$ cat config.mk
export PLATFORM = sky130hd
export DESIGN_NAME = mem_bist
export DESIGN_NICKNAME = d
export VERILOG_FILES = /design/src/rtl/mem_bist.sv
export SDC_FILE = /design/constraint.sdc
export NUM_CORES = 1
export LEC_CHECK = 0
export ABC_AREA = 1
export BUFFER_PORTS_ARGS = -buffer_cell sky130_fd_sc_hd__buf_2
export CORE_UTILIZATION = 55
export DETAILED_ROUTE_END_ITERATION = 10
export PLACE_DENSITY_LB_ADDON = 0.3
export SYNTH_ARGS = -nofsm -noshare
export SYNTH_HDL_FRONTEND = slang
export SYNTH_SLANG_ARGS = --single-unit
$ cat constraint.sdc
create_clock -name clock -period 4.9 [get_ports clock]
set_clock_uncertainty 0.05 [all_clocks]
set_input_delay 0.49 -clock clock [delete_from_list [all_inputs] [get_ports clock]]
set_output_delay 0.49 -clock clock [all_outputs]
set_load 0.1 [all_outputs]
$ cat src/rtl/mem_bist.sv
// Write-then-read-back self-test sequencer for a single-port RAM.
// Reports pass/fail, a saturating error count and the first failing word.
module mem_bist #(
   parameter int ADDR_WIDTH   = 13,
   parameter int DATA_WIDTH   = 64,
   parameter int LAST_ADDR    = 8191,
   parameter int READ_LATENCY = 1
) (
   input  logic                  clock,
   input  logic                  reset_n,
   input  logic                  start,
   input  logic [1:0]            pattern_sel,
   output logic                  busy,
   output logic                  done,
   output logic                  pass,
   output logic [15:0]           err_count,
   output logic [ADDR_WIDTH-1:0] first_err_addr,
   output logic [DATA_WIDTH-1:0] first_err_data,
   output logic [ADDR_WIDTH-1:0] mem_address,
   output logic [DATA_WIDTH-1:0] mem_data,
   output logic                  mem_wren,
   input  logic [DATA_WIDTH-1:0] mem_q
);

   typedef enum logic [2:0] {
      IDLE, WRITE, READ, DRAIN, DONE
   } state_t;

   function automatic logic [DATA_WIDTH-1:0] pat_f(
      input logic [1:0]            s,
      input logic [ADDR_WIDTH-1:0] a
   );
      logic [DATA_WIDTH-1:0] r;
      r = '0;
      unique case (s)
         2'd0: r = '0;
         2'd1: r = '1;
         2'd2: r = a[0] ? {(DATA_WIDTH/2){2'b01}}
                        : {(DATA_WIDTH/2){2'b10}};
         2'd3: r = DATA_WIDTH'(a);
      endcase
      return r;
   endfunction

   state_t                state, state_n;
   logic [ADDR_WIDTH-1:0] addr, addr_n;
   logic [1:0]            drain_cnt, drain_n;
   logic [1:0]            sel, sel_n;
   logic [15:0]           err_n;
   logic [ADDR_WIDTH-1:0] fe_addr_n;
   logic [DATA_WIDTH-1:0] fe_data_n;
   logic                  found, found_n;
   logic                  busy_n, done_n, pass_n, wren_n;
   logic [DATA_WIDTH-1:0] data_n;
   logic                  last, accept, mis;
   logic [DATA_WIDTH-1:0] exp_d;

   // expected-address pipeline, aligned with the RAM read latency
   logic [READ_LATENCY-1:0] pv;
   logic [ADDR_WIDTH-1:0]   pa [READ_LATENCY];

   assign mem_address = addr;
   assign last  = (addr == ADDR_WIDTH'(LAST_ADDR));
   assign exp_d = pat_f(sel, pa[READ_LATENCY-1]);
   assign mis   = pv[READ_LATENCY-1] && (mem_q != exp_d);

   always_comb begin
      state_n   = state;
      addr_n    = addr;
      drain_n   = drain_cnt;
      sel_n     = sel;
      err_n     = err_count;
      fe_addr_n = first_err_addr;
      fe_data_n = first_err_data;
      found_n   = found;
      accept    = 1'b0;
      unique case (state)
         IDLE, DONE: begin
            if (start) begin
               accept  = 1'b1;
               state_n = WRITE;
               addr_n  = '0;
               sel_n   = pattern_sel;
            end
         end
         WRITE: begin
            if (last) begin
               state_n = READ;
               addr_n  = '0;
            end else begin
               addr_n = addr + ADDR_WIDTH'(1);
            end
         end
         READ: begin
            if (last) begin
               state_n = DRAIN;
               drain_n = '0;
            end else begin
               addr_n = addr + ADDR_WIDTH'(1);
            end
         end
         DRAIN: begin
            if (drain_cnt == 2'(READ_LATENCY - 1)) begin
               state_n = DONE;
            end else begin
               drain_n = drain_cnt + 2'd1;
            end
         end
         default: state_n = IDLE;
      endcase

      if (accept) begin
         err_n     = '0;
         fe_addr_n = '0;
         fe_data_n = '0;
         found_n   = 1'b0;
      end else if (mis) begin
         if (err_count != 16'hFFFF) err_n = err_count + 16'd1;
         if (!found) begin
            fe_addr_n = pa[READ_LATENCY-1];
            fe_data_n = mem_q;
            found_n   = 1'b1;
         end
      end

      busy_n = (state_n == WRITE) || (state_n == READ) ||
               (state_n == DRAIN);
      done_n = (state_n == DONE);
      pass_n = done_n && (err_n == 16'd0);
      wren_n = (state_n == WRITE);
      data_n = wren_n ? pat_f(sel_n, addr_n) : '0;
   end

   always_ff @(posedge clock or negedge reset_n) begin
      if (!reset_n) begin
         state          <= IDLE;
         addr           <= '0;
         drain_cnt      <= '0;
         sel            <= '0;
         err_count      <= '0;
         first_err_addr <= '0;
         first_err_data <= '0;
         found          <= 1'b0;
         busy           <= 1'b0;
         done           <= 1'b0;
         pass           <= 1'b0;
         mem_wren       <= 1'b0;
         mem_data       <= '0;
         pv             <= '0;
         for (int i = 0; i < READ_LATENCY; i++) pa[i] <= '0;
      end else begin
         state          <= state_n;
         addr           <= addr_n;
         drain_cnt      <= drain_n;
         sel            <= sel_n;
         err_count      <= err_n;
         first_err_addr <= fe_addr_n;
         first_err_data <= fe_data_n;
         found          <= found_n;
         busy           <= busy_n;
         done           <= done_n;
         pass           <= pass_n;
         mem_wren       <= wren_n;
         mem_data       <= data_n;
         pv[0]          <= (state == READ);
         pa[0]          <= addr;
         for (int i = 1; i < READ_LATENCY; i++) begin
            pv[i] <= pv[i-1];
            pa[i] <= pa[i-1];
         end
      end
   end

endmodule

# Yosys cells after proc, flatten, opt, wreduce, memory -nomap -nowiden

Index checks and enable logic that the tools add are counted.

Add/subtract/negate cells: 3
Equality and inequality tests: 20
Mux-type cells: 32
Reduce and logical (&&, ||, !) cells: 14

Operators with widths:

| kind                                           | number |
|---|---|
| one-hot mux 64 bit (4 select lines)            | 2 |
| 2-to-1 mux 64 bit                              | 6 |
| 2-to-1 mux 13 bit                              | 6 |
| != test 64 bit                                 | 1 |
| 2-to-1 mux 16 bit                              | 3 |
| one-hot mux 13 bit (3 select lines)            | 1 |
| adder 16 x 1 -> 16 bit (second input constant) | 1 |
| zero test 16 bit                               | 1 |
| != test 16 bit (second input constant)         | 1 |
| adder 13 x 1 -> 13 bit (second input constant) | 1 |
| == test 13 bit (second input constant)         | 1 |
| == test 3 x 2 -> 1 bit (second input constant) | 4 |
| 2-to-1 mux 3 bit                               | 4 |
| one-hot mux 3 bit (4 select lines)             | 1 |
| == test 2 bit (second input constant)          | 4 |
| 2-to-1 mux 2 bit                               | 4 |
| == test 3 x 1 -> 1 bit (second input constant) | 2 |
| == test 3 bit (second input constant)          | 2 |
| zero test 2 bit                                | 3 |
| == test 2 x 1 -> 1 bit (second input constant) | 2 |
| 2-to-1 mux 1 bit                               | 4 |
| != test 2 bit (second input constant)          | 2 |
| one-hot mux 2 bit (2 select lines)             | 1 |
| nonzero test 2 bit                             | 2 |
| other kinds (8)                                | 10 |

Register bits: 196
Bits of input ports: 69
Output and inout port bits: 174
Logic and storage cells: 84

# Depth between registers and ports, before layout

Gate-level depths: netlist (run 1).

Depth in word-level cells: 8
Depth in mapped cells: 21
Mapped depth without buffers: 20

# Worst setup path after synthesis (run 1)

Ideal clock, no wire load.

Path type: register to register
Start point: reg addr[0], in the netlist mem_address[0]
End point: reg mem_data[1]
Setup time: 0.077 ns
Data arrival time: 3.408 ns
Required time: 4.773 ns
Path slack: 1.365 ns
Stages on the path, launching flop included: 18
Buffers on the path: 0
Period minus slack after synthesis: 3.535 ns
Cells stage by stage: dfrtp_1 -> ha_1 -> nand2_1 -> nor2_1 -> nand2_1 -> nor2_1 -> nand2_1 -> nor3_1 -> nand2_1 -> ha_1 -> o22ai_1 -> a21oi_1 -> inv_1 -> nor2_1 -> inv_1 -> a21oi_1 -> inv_1 -> a21oi_1

Word-level cells in the longest chain between the ends: 6
Elaborated cells on any way between the ends: 13
Those cells by class: 1 x add/sub; 2 x eq/ne; 10 x mux

Ends and longest elaborated chain:

| what                                                            | line       | text |
|---|---|---|
| start: declaration                                              | 46         | `logic [ADDR_WIDTH-1:0] addr, addr_n;` |
| start signal: assignment                                        | 153        | `addr <= addr_n;` |
| adder 13 x 1 -> 13 bit / == test 13 bit (equally long branches) | 91, 99, 63 |  |
| 2-to-1 mux 13 bit, on equally long branches                     | 95, 87     |  |
| one-hot mux 13 bit (3 select lines) (*)                         | 77         | `unique case (state)` |
| net addr_n[0]                                                   | 46         |  |
| 2-to-1 mux 64 bit (*)                                           | 38         | `2'd2: r = a[0] ? {(DATA_WIDTH/2){2'b01}}` |
| one-hot mux 64 bit (4 select lines) (*)                         | 35         | `unique case (s)` |
| 2-to-1 mux 64 bit (*)                                           | 131        | `data_n = wren_n ? pat_f(sel_n, addr_n) : '0;` |
| net data_n[1]                                                   | 54         | `logic [DATA_WIDTH-1:0] data_n;` |
| end signal: assignment                                          | 164        | `mem_data <= data_n;` |
| end: declaration                                                | 20         | `output logic [DATA_WIDTH-1:0] mem_data,` |

The timed path passes the listed nets; every way through them passes the cells marked *.
A chain may end at the register's enable or synchronous reset.

# Worst setup path after layout (run 1)

Ends and elaborated chain as after synthesis.

==> results.toml, run 1 <==
[sta]
finalSetupViolCount = 0
period_share = 0.6931
rsz0062_at_grt = "false"
relSlewSlack = 0.3510
finalMaxSlewViolations = 0
tns_ns = 0
fin_crit_ns = 3.396
tightest_slew_ns = 0.9735
fmax_mhz = 294.5
hold_viol_final = 0

[finish]
nets = 1236
fin_cells = 1353
nFillCells = 1127
drive_gt1_frac = 0.2534
area_growth_pct = 20.53

[route]
via_count = 7210
viasPerCell = 5.329
routed_wirelength_um = 21070
antenna_left = 0
drc_errors = 0
routedWlPerCell_um = 15.57
drt-initial-drc-count = 738
drt_pass1_iterations = 7

[clock_network]
ctsHoldBuffers = 0
post_cts_resized = 0
cts_max_path_buffers = 2
cts_setup_buffers = 0
clock_latency_ns = 0.43
cts.sink_count = 147
h-tree-depth = 4
cts.clk_slew.worst_paths_ns = 0.06
cts_tree = "yes"
cts_inserted_buffers = 17
cts_root_buf = "clkbuf_16"

[critical_path]
critical_path.reg2reg.endpoint = "mem_data[1]$_DFF_PN0_"
reg2regPathDepth = 17
r2r_start = "mem_address[0]$_DFF_PN0_"
worstPathRequired_ns = 5.19
cp-startpoint = "mem_address[0]$_DFF_PN0_"
critPathArrivalTime_ns = 3.68
critical_path.endpoint_type = "flop"
rrSetupSlack_ns = 1.50
path_max_fanout = 6
path_class = "flop to flop"
critPathLaunchType = "flop"

[grt]
grt_antenna_before_repair = 1
grt_usage = 0.2975
grt_pass1_wl_um = 33240
grt_max_degree = 108
grt_pass1_vias = 6624
gr-total-overflow = 0

[floorplan]
initial_core_util = 0.5716
die-area_um2 = 14400
chipWidth_um = 120.0
die_y_um = 120.0
core-area_um2 = 13400
rows = 42
pin_count = 243

[logic_synthesis]
yosysTopAreaCell = "dfrtp_1"
yosysWarnings = 0
synthesis.area_um2 = 7660
synth_nets = 1050
synth_edf_count = 0
ys_top_cells_by_count = "inv_1, nand2_1, dfrtp_1"
postSynth.asyncResetShare = 1.000
synth_top_area_frac = 0.4802
synth-main-ff-cell = "dfrtp_1"
synth.area.top_cells = "dfrtp_1, inv_1, nand2_1"
yosysUniqueCellTypes = 36
yosysMostFrequentCell = "inv_1"
yosys_register_bits = 147
synth_area_per_cell_um2 = 7.840
syn-instance-count = 977
synth_seq_area_share = 0.4802

[run_status]
status = "finished clean"

[flow_run]
max_cap_violations = 0

[place]
place_hpwl_um = 15270
dp_cells = 1320
gp_congestion = 0.9063
portBuffers = 242

[hold_path]
hp-class = "input pin to asynchronous set/reset pin"
registers in the layout, summed over array words and instances, names as in the netlist:
name and flops:
busy 1, done 1, drain_cnt 2, err_count 16
first_err_addr 13, first_err_data 64, found 1, mem_address 13
mem_data 15, mem_wren 1, pa 13, pass 1
pv 1, sel 2, state 3
cell usage in the layout, fill, tap and decap left out, types with 4 or more instances in the layout:
cell       instances
o21ai_0           36
o21ai_1           22
o21a_1             6
nor3_1            12
buf_2            241
nor2_1            68
ha_1               4
inv_1            206
xor2_1             4
nand3_1          119
o22ai_1           46
a21oi_1           22
nand2_2            6
clkinv_4           6
nand4_1           16
clkbuf_16         17
nand2_1          158
dfrtp_1          147
logic make-up after synthesis:
group	after synthesis	share of synthesized area
flip-flops	147	0.4802
buffers and inverters	288	0.1718
AND/OR/NAND/NOR	391	0.2295
adder cells (fa/ha/maj)	4	0.006534
XOR/XNOR	4	0.004573
AO/OA/AOI/OAI	143	0.1073
area by class of cell:
| type | instances | area [um2] | share of cell area |
|---|---|---|---|
| sequential | 147 | 3679 | 0.3984 |
| multi-input combinational | 542 | 2675 | 0.2897 |
| timing repair buffer | 246 | 1260 | 0.1365 |
| inverter | 209 | 787.0 | 0.08524 |
| clock buffer | 18 | 429.2 | 0.04648 |
| tap | 176 | 220.2 | 0.02385 |
| clock inverter | 14 | 180.2 | 0.01951 |
| antenna | 1 | 2.502 | 0.0002710 |
worst max path at each step:
stage                                        to
after global routing      mem_data[1]$_DFF_PN0_
after floorplan           mem_data[1]$_DFF_PN0_
after detailed placement  mem_data[1]$_DFF_PN0_
after CTS                 mem_data[1]$_DFF_PN0_
after global placement    mem_data[1]$_DFF_PN0_
final                     mem_data[1]$_DFF_PN0_
critical path: stages, from the launching register on:
cell and delay [ns]:
dfrtp_1 0.46, ha_1 0.21, nand2_1 0.08, nor2_1 0.14, nand2_1 0.09, nor2_1 0.21
nand2_1 0.12, nor3_1 0.28, nand2_1 0.16, ha_1 0.30, o22ai_1 0.08, a21oi_1 0.12
inv_1 0.07, nor2_1 0.19, inv_1 0.06, a21oi_1 0.41, inv_1 0.11, a21oi_1 0.17
routing by layer:
metal,part of all wire,up-vias,track usage
met1,0.41,3429,0.3873
li1,-,3430,-
met3,0.072,39,0.05656
met2,0.49,312,0.4939
met5,0,-,0
met4,0.021,0,0.1078
stage by stage:
step / cell area, um2 / hold WS (ns) / setup slack (ns) / util
after detailed placement: 8621 / 0.3495 / 1.591 / 0.6433
after global placement: 8621 / 0.3346 / 1.672 / 0.6433
after global routing: 9230 / 0.2362 / 1.136 / 0.6888
final: 9233 / 0.1366 / 1.504 / 0.6890
after floorplan: 7660 / 0.1444 / 1.365 / -
after CTS: 9230 / 0.1863 / 1.549 / 0.6888
Power of run 1 is not shown: default switching activity piles up to over one toggle a cycle in this logic, so the estimate is an artifact.
==> run 2: changes to the inputs <==
--- a/config.mk
+++ b/config.mk
@@ -5,9 +5,9 @@
 export SDC_FILE = /design/constraint.sdc
 export NUM_CORES = 1
 export LEC_CHECK = 0
-export ABC_AREA = 1
+export ABC_AREA = 0
 export BUFFER_PORTS_ARGS = -buffer_cell sky130_fd_sc_hd__buf_2
-export CORE_UTILIZATION = 55
+export CORE_UTILIZATION = 51
 export DETAILED_ROUTE_END_ITERATION = 10
 export PLACE_DENSITY_LB_ADDON = 0.3
 export SYNTH_ARGS = -nofsm -noshare
==> constraint.sdc (replaced) <==
create_clock -name clock -period 3.5 [get_ports clock]
set_clock_uncertainty 0.05 [all_clocks]
set_input_delay 0.35 -clock clock [delete_from_list [all_inputs] [get_ports clock]]
set_output_delay 0.35 -clock clock [all_outputs]
set_load 0.1 [all_outputs]
==> run 2 against run 1 <==
Register-to-register slack got worse by 1.4 ns. First-iteration DRC count decreased by 34%. Critical path type unchanged. Critical endpoint is now pass$_DFF_PN0_. Die area is 2.6% higher.
==> results.toml, run 2 <==
[run_status]
status = "finished clean"

[logic_synthesis]
yosysWarnings = 0
syn-instance-count = 817
postSynth.asyncResetShare = 1.000
synth-main-ff-cell = "dfrtp_1"
synth_nets = 890
synth_area_per_cell_um2 = 8.925
yosysMostFrequentCell = "nand2_1"
synth.area.top_cells = "dfrtp_1, nand2_1, a21oi_1"
yosys_register_bits = 147
ys_top_cells_by_count = "nand2_1, dfrtp_1, a21oi_1"
yosysTopAreaCell = "dfrtp_1"
synth_seq_area_share = 0.5045
synth_edf_count = 0
synthesis.area_um2 = 7292
synth_top_area_frac = 0.5045
yosysUniqueCellTypes = 57

[clock_network]
cts_tree = "yes"
h-tree-depth = 4
cts.clk_slew.worst_paths_ns = 0.06
clock_latency_ns = 0.42
cts_root_buf = "clkbuf_16"
cts.sink_count = 147
cts_inserted_buffers = 17
cts_max_path_buffers = 2

[floorplan]
initial_core_util = 0.5233
die_y_um = 121.6
chipWidth_um = 121.6
core-area_um2 = 13930
rows = 43
pin_count = 243
die-area_um2 = 14780

[critical_path]
critPathArrivalTime_ns = 3.66
path_max_fanout = 9
path_class = "flop to flop"
critPathLaunchType = "flop"
reg2regPathDepth = 11
worstPathRequired_ns = 3.81
critical_path.endpoint_type = "flop"

[grt]
grt_pass1_vias = 5858
grt_antenna_before_repair = 3
grt_max_degree = 82
grt_usage = 0.2669
gr-total-overflow = 0
use_met3 = 0.06133
use_met1 = 0.3451
busiest_layer = "met2"
grt_pass1_wl_um = 29990
met2_usage = 0.4325

[finish]
final_cell_area_um2 = 8930
top_register = "first_err_data"
final_cell_mix = "buf_2, nand2_1, dfrtp_1"
top_regs = "first_err_data x64, err_count x16, mem_data x15"
area_growth_pct = 22.46
drive_gt1_frac = 0.3037
final_common_cell = "buf_2"
largest_reg_flops = 64
nets = 1074

[place]
portBuffers = 242
place_hpwl_um = 13870
place_area_um2 = 8280
gp_congestion = 0.9527

[sta]
fin_crit_ns = 3.353
tightest_slew_ns = 1.032
hold_viol_final = 0
finalSetupViolCount = 0
finalMaxSlewViolations = 0
relSlewSlack = 0.3089
period_share = 0.9580
hold_ws_ns = 0.1262
fmax_mhz = 298.2

[route]
viasPerCell = 5.528
routed_wirelength_um = 19860
drt_pass1_iterations = 5
via_count = 6611
drc_errors = 0
routedWlPerCell_um = 16.60
drt-initial-drc-count = 485
antenna_left = 0

[power_and_ir_drop]
p_per_area_nw_per_um2 = 890.4
leakage_uw = 0.004506
irDropWorstVdd_v = 0.001113

[hold_path]
hp-class = "input pin to flop"
hold_depth = 3

[flow_run]
max_cap_violations = 0
[run 2: layout make-up]
type / instances / area [um2]
clock inverter: 7 / 123.9
inverter: 14 / 52.55
sequential: 147 / 3687
multi-input combinational: 566 / 3005
antenna: 2 / 5.005
timing repair buffer: 255 / 1355
clock buffer: 25 / 475.5
tap: 180 / 225.2
fill: 1171 / 5005
[run 2: final timing paths]
path	start	endpoint	slack (ns)
worst min-delay path	mem_q[17]	first_err_data[17]$_DFFE_PN0P_	0.13
worst min register to register	mem_address[5]$_DFF_PN0_	pa[5]$_DFF_PN0_	0.37
max in group asynchronous	reset_n	err_count[10]$_DFF_PN0_	2.11
worst max-delay path	pa[0]$_DFF_PN0_	pass$_DFF_PN0_	0.15
worst max register to register	pa[0]$_DFF_PN0_	pass$_DFF_PN0_	0.15
min in group asynchronous	reset_n	first_err_data[2]$_DFFE_PN0P_	0.46
[run 2: logic make-up after synthesis]
logic type | Yosys count | share of synthesized area
simple gates | 366 | 0.2323
buf+inv | 105 | 0.08871
flops | 147 | 0.5045
xor+xnor | 17 | 0.02042
mux | 6 | 0.008236
compound gates | 172 | 0.1390
fa+ha+maj | 4 | 0.006864
[run 2: metal layers]
layer  vias to the layer above  share of wire  routed length (um)
li1                       3143              -                   -
met1                      3148           0.42                8404
met2                       272           0.49                9754
met3                        46          0.058                1155
met4                         2          0.027                 532
met5                         -        0.00055                  11
[run 2: where the power goes]
part / switching (uW) / internal, uW / total [uW]
combinational: 3530 / 518 / 4050
clock: 680 / 1160 / 1840
sequential: 193 / 1860 / 2060
[run 2: through the flow]
stage / utilization / instances / setup WS [ns] / setup TNS (ns) / power (uW)
2_1_floorplan: - / 817 / 0.01018 / 0 / 5884
3_3_place_gp: 0.5942 / 1159 / 0.2129 / 0 / 6105
3_5_place_dp: 0.5942 / 1159 / 0.1040 / 0 / 6116
4_1_cts: 0.6380 / 1192 / 0.1010 / 0 / 7964
5_1_grt: 0.6408 / 1196 / -0.0006928 / -0.0006928 / 8225
6_report: 0.6408 / 1196 / 0.1469 / 0 / 7951
[run 2: repair_timing]
action	4_1_cts	5_1_grt
resized for setup	0	5
hold buffers	1	0
endpoints found under the setup margin	0	40
endpoints found under the hold margin	75	0
buffers inserted	0	1
[run 2: worst max-delay path, stage by stage (launching register included)]
cell	delay, ns
dfrtp_1	0.46
or2b_1	0.30
o21ai_1	0.33
mux2i_1	0.13
nor4_1	0.43
nand3_1	0.27
o21a_1	0.32
buf_4	0.19
a21oi_1	0.15
a311oi_1	0.08
nor4_1	0.34
and4_1	0.23
No activity file was read; power rests on OpenSTA's default activity.
==> run 3: changes to the inputs <==
--- a/config.mk
+++ b/config.mk
@@ -8,6 +8,7 @@
 export ABC_AREA = 0
 export BUFFER_PORTS_ARGS = -buffer_cell sky130_fd_sc_hd__buf_2
 export CORE_UTILIZATION = 51
+export CTS_BUF_LIST = sky130_fd_sc_hd__clkbuf_4 sky130_fd_sc_hd__clkbuf_8 sky130_fd_sc_hd__clkbuf_16
 export DETAILED_ROUTE_END_ITERATION = 10
 export PLACE_DENSITY_LB_ADDON = 0.3
 export SYNTH_ARGS = -nofsm -noshare
==> run 3 against run 2 <==
Critical path depth increased by 1. Routed wire length increased by 0.59%. Sequential power about the same. Register-to-register slack about the same. Die area unchanged. Via count increased by 0.57%. Maximum frequency decreased by 0.42%. Final area increased by 0.27%. Global-route usage increased by 0.095 points. Power increased by 0.70%. Sequential cell count unchanged.
==> results.toml, run 3 (synthesized netlist as in run 2, its figures left out) <==
[grt]
gr-total-overflow = 0
grt_max_degree = 82
grt_pass1_wl_um = 30070
grt_usage = 0.2679
grt_antenna_before_repair = 2
grt_pass1_vias = 5871

[power_and_ir_drop]
leakage_uw = 0.004528
combPwrFrac = 0.506
irDropWorstVdd_v = 0.001113
p_int_uw = 3594
switching_share = 0.5512
switchingPower_uw = 4413
p_per_area_nw_per_um2 = 894.3
seqPwrFrac = 0.257
p_clk_frac = 0.237

[place]
dp_cells = 1159
place_area_um2 = 8280
gp_congestion = 0.9527
place_hpwl_um = 13870
pre_cts_slack_ns = 0.1040
portBuffers = 242

[critical_path]
critical_path.endpoint_type = "flop"
critPathArrivalTime_ns = 3.68
rrSetupSlack_ns = 0.13
reg2regPathDepth = 12
path_class = "flop to flop"
cpMaxStageDelayCell = "or4_4"
path_cells = "buf_4 -> nand2_4 -> o32a_1 -> nor3_1 -> o22ai_1 -> or4_4 -> o21a_1 -> buf_4 -> a21oi_1 -> a311oi_1 -> nor4_1 -> and4_1"
worstPathRequired_ns = 3.81
max_stage_delay_ns = 0.58
crit_family = "simple AND/OR/NAND/NOR gates"
path_max_fanout = 15
critPathLaunchType = "flop"
crit_path_frequent_cell = "buf_4"
critical_path.reg2reg.endpoint = "pass$_DFF_PN0_"
crit_buf_inv = 2
r2r_start = "sel[1]$_DFF_PN0_"

[finish]
top_register = "first_err_data"
final_common_cell = "buf_2"
post-route-util = 0.6425
multi_input_area_um2 = 3009
final_cell_mix = "buf_2, nand2_1, dfrtp_1"
drive_gt1_frac = 0.3107
nFillCells = 1161
fin_cells = 1195
final_cell_area_um2 = 8954
top_regs = "first_err_data x64, err_count x16, mem_data x15"
ff_latch_area_um2 = 3687
largest_reg_flops = 64
area_growth_pct = 22.79
nets = 1074

[clock_network]
cts_max_path_buffers = 2
cts_tree = "yes"
cts.clk_slew.worst_paths_ns = 0.06
clock_latency_ns = 0.43
cts_root_buf = "clkbuf_16"
h-tree-depth = 4
cts.sink_count = 147
cts_inserted_buffers = 17

[run_status]
status = "finished clean"

[sta]
finalMaxSlewViolations = 0
tightest_slew_ns = 1.043
finalSetupViolCount = 0
fin_crit_ns = 3.367
period_share = 0.9621
hold_viol_final = 0
relSlewSlack = 0.3014
rsz0062_at_grt = "false"
fmax_mhz = 297.0
tns_ns = 0
setup_ws_ns = 0.1328

[route]
antenna_left = 0
via_count = 6649
viasPerCell = 5.564
routed_wirelength_um = 19970
drt-initial-drc-count = 462
drt_pass1_iterations = 5
routedWlPerCell_um = 16.71
drc_errors = 0

[floorplan]
rows = 43
chipWidth_um = 121.6
initial_core_util = 0.5233
pin_count = 243
die_y_um = 121.6
die-area_um2 = 14780
core-area_um2 = 13930

[hold_path]
hold_end = "first_err_data[17]$_DFFE_PN0P_"
hold_depth = 3
min_from = "mem_q[17]"
hp-class = "input pin to flop"

[flow_run]
max_cap_violations = 0
-- run 3: cell count changes in the layout (fill, tap and decap cells not counted) --
| cell | change |
|---|---|
| clkbuf_4 | +6 |
| o21ai_1 | -1 |
| o21ai_2 | +1 |
| diode_2 | -1 |
| clkbuf_1 | -6 |
-- run 3: cell type report --
type / instances / share of cell area
Sequential cell: 147 / 0.4118
Clock buffer: 25 / 0.05562
Multi-Input combinational cell: 566 / 0.3361
Antenna cell: 1 / 0.0002795
Tap cell: 180 / 0.02515
Inverter: 14 / 0.005869
Clock inverter: 7 / 0.01383
Timing Repair Buffer: 255 / 0.1513
-- run 3: worst max-delay path by stage --
stage                                     end                     start  slack, ns  cells past startpoint
6_report                       pass$_DFF_PN0_          sel[1]$_DFF_PN0_       0.13                     12
5_1_grt                        pass$_DFF_PN0_          sel[1]$_DFF_PN0_       0.03                     12
4_1_cts                 mem_data[6]$_DFF_PN0_  mem_address[0]$_DFF_PN0_       0.10                     15
3_5_place_dp            mem_data[6]$_DFF_PN0_  mem_address[0]$_DFF_PN0_       0.10                     15
3_3_place_gp   first_err_data[45]$_DFFE_PN0P_          sel[0]$_DFF_PN0_       0.21                      9
2_1_floorplan          mem_data[10]$_DFF_PN0_  mem_address[1]$_DFF_PN0_       0.01                     15
-- run 3: worst min-delay path, stage by stage --
cell and delay [ns]:
buf_2 0.11, nand2_1 0.05, a21oi_1 0.05
-- run 3: routing by layer --
| metal | global-route usage | vias to the layer above | share of wire |
|---|---|---|---|
| met1 | 0.3477 | 3199 | 0.43 |
| met3 | 0.06133 | 37 | 0.058 |
| met4 | 0.1026 | 2 | 0.020 |
| li1 | - | 3138 | - |
| met2 | 0.4364 | 273 | 0.50 |
| met5 | 0 | - | 0.00055 |
-- run 3: per-stage QoR --
step	hold slack (ns)	power, uW
floorplan	0.004409	5884
global placement	0.3558	6105
detailed placement	0.3550	6116
CTS	0.1056	8018
global route	0.1292	8278
finish	0.1251	8007
-- run 3: power by group through the flow --
stage	Combinational, uW	Clock (uW)	Sequential, uW
2_1_floorplan	2980	0	2900
3_3_place_gp	4030	0	2080
3_5_place_dp	4040	0	2080
4_1_cts	4040	1920	2050
5_1_grt	4190	1990	2090
6_report	4050	1890	2060
-- run 3: timing repair --
item,CTS,global route
endpoints found under the hold margin,75,0
resized for setup,0,6
setup buffers,0,1
endpoints found under the setup margin,0,39
hold buffers,1,0
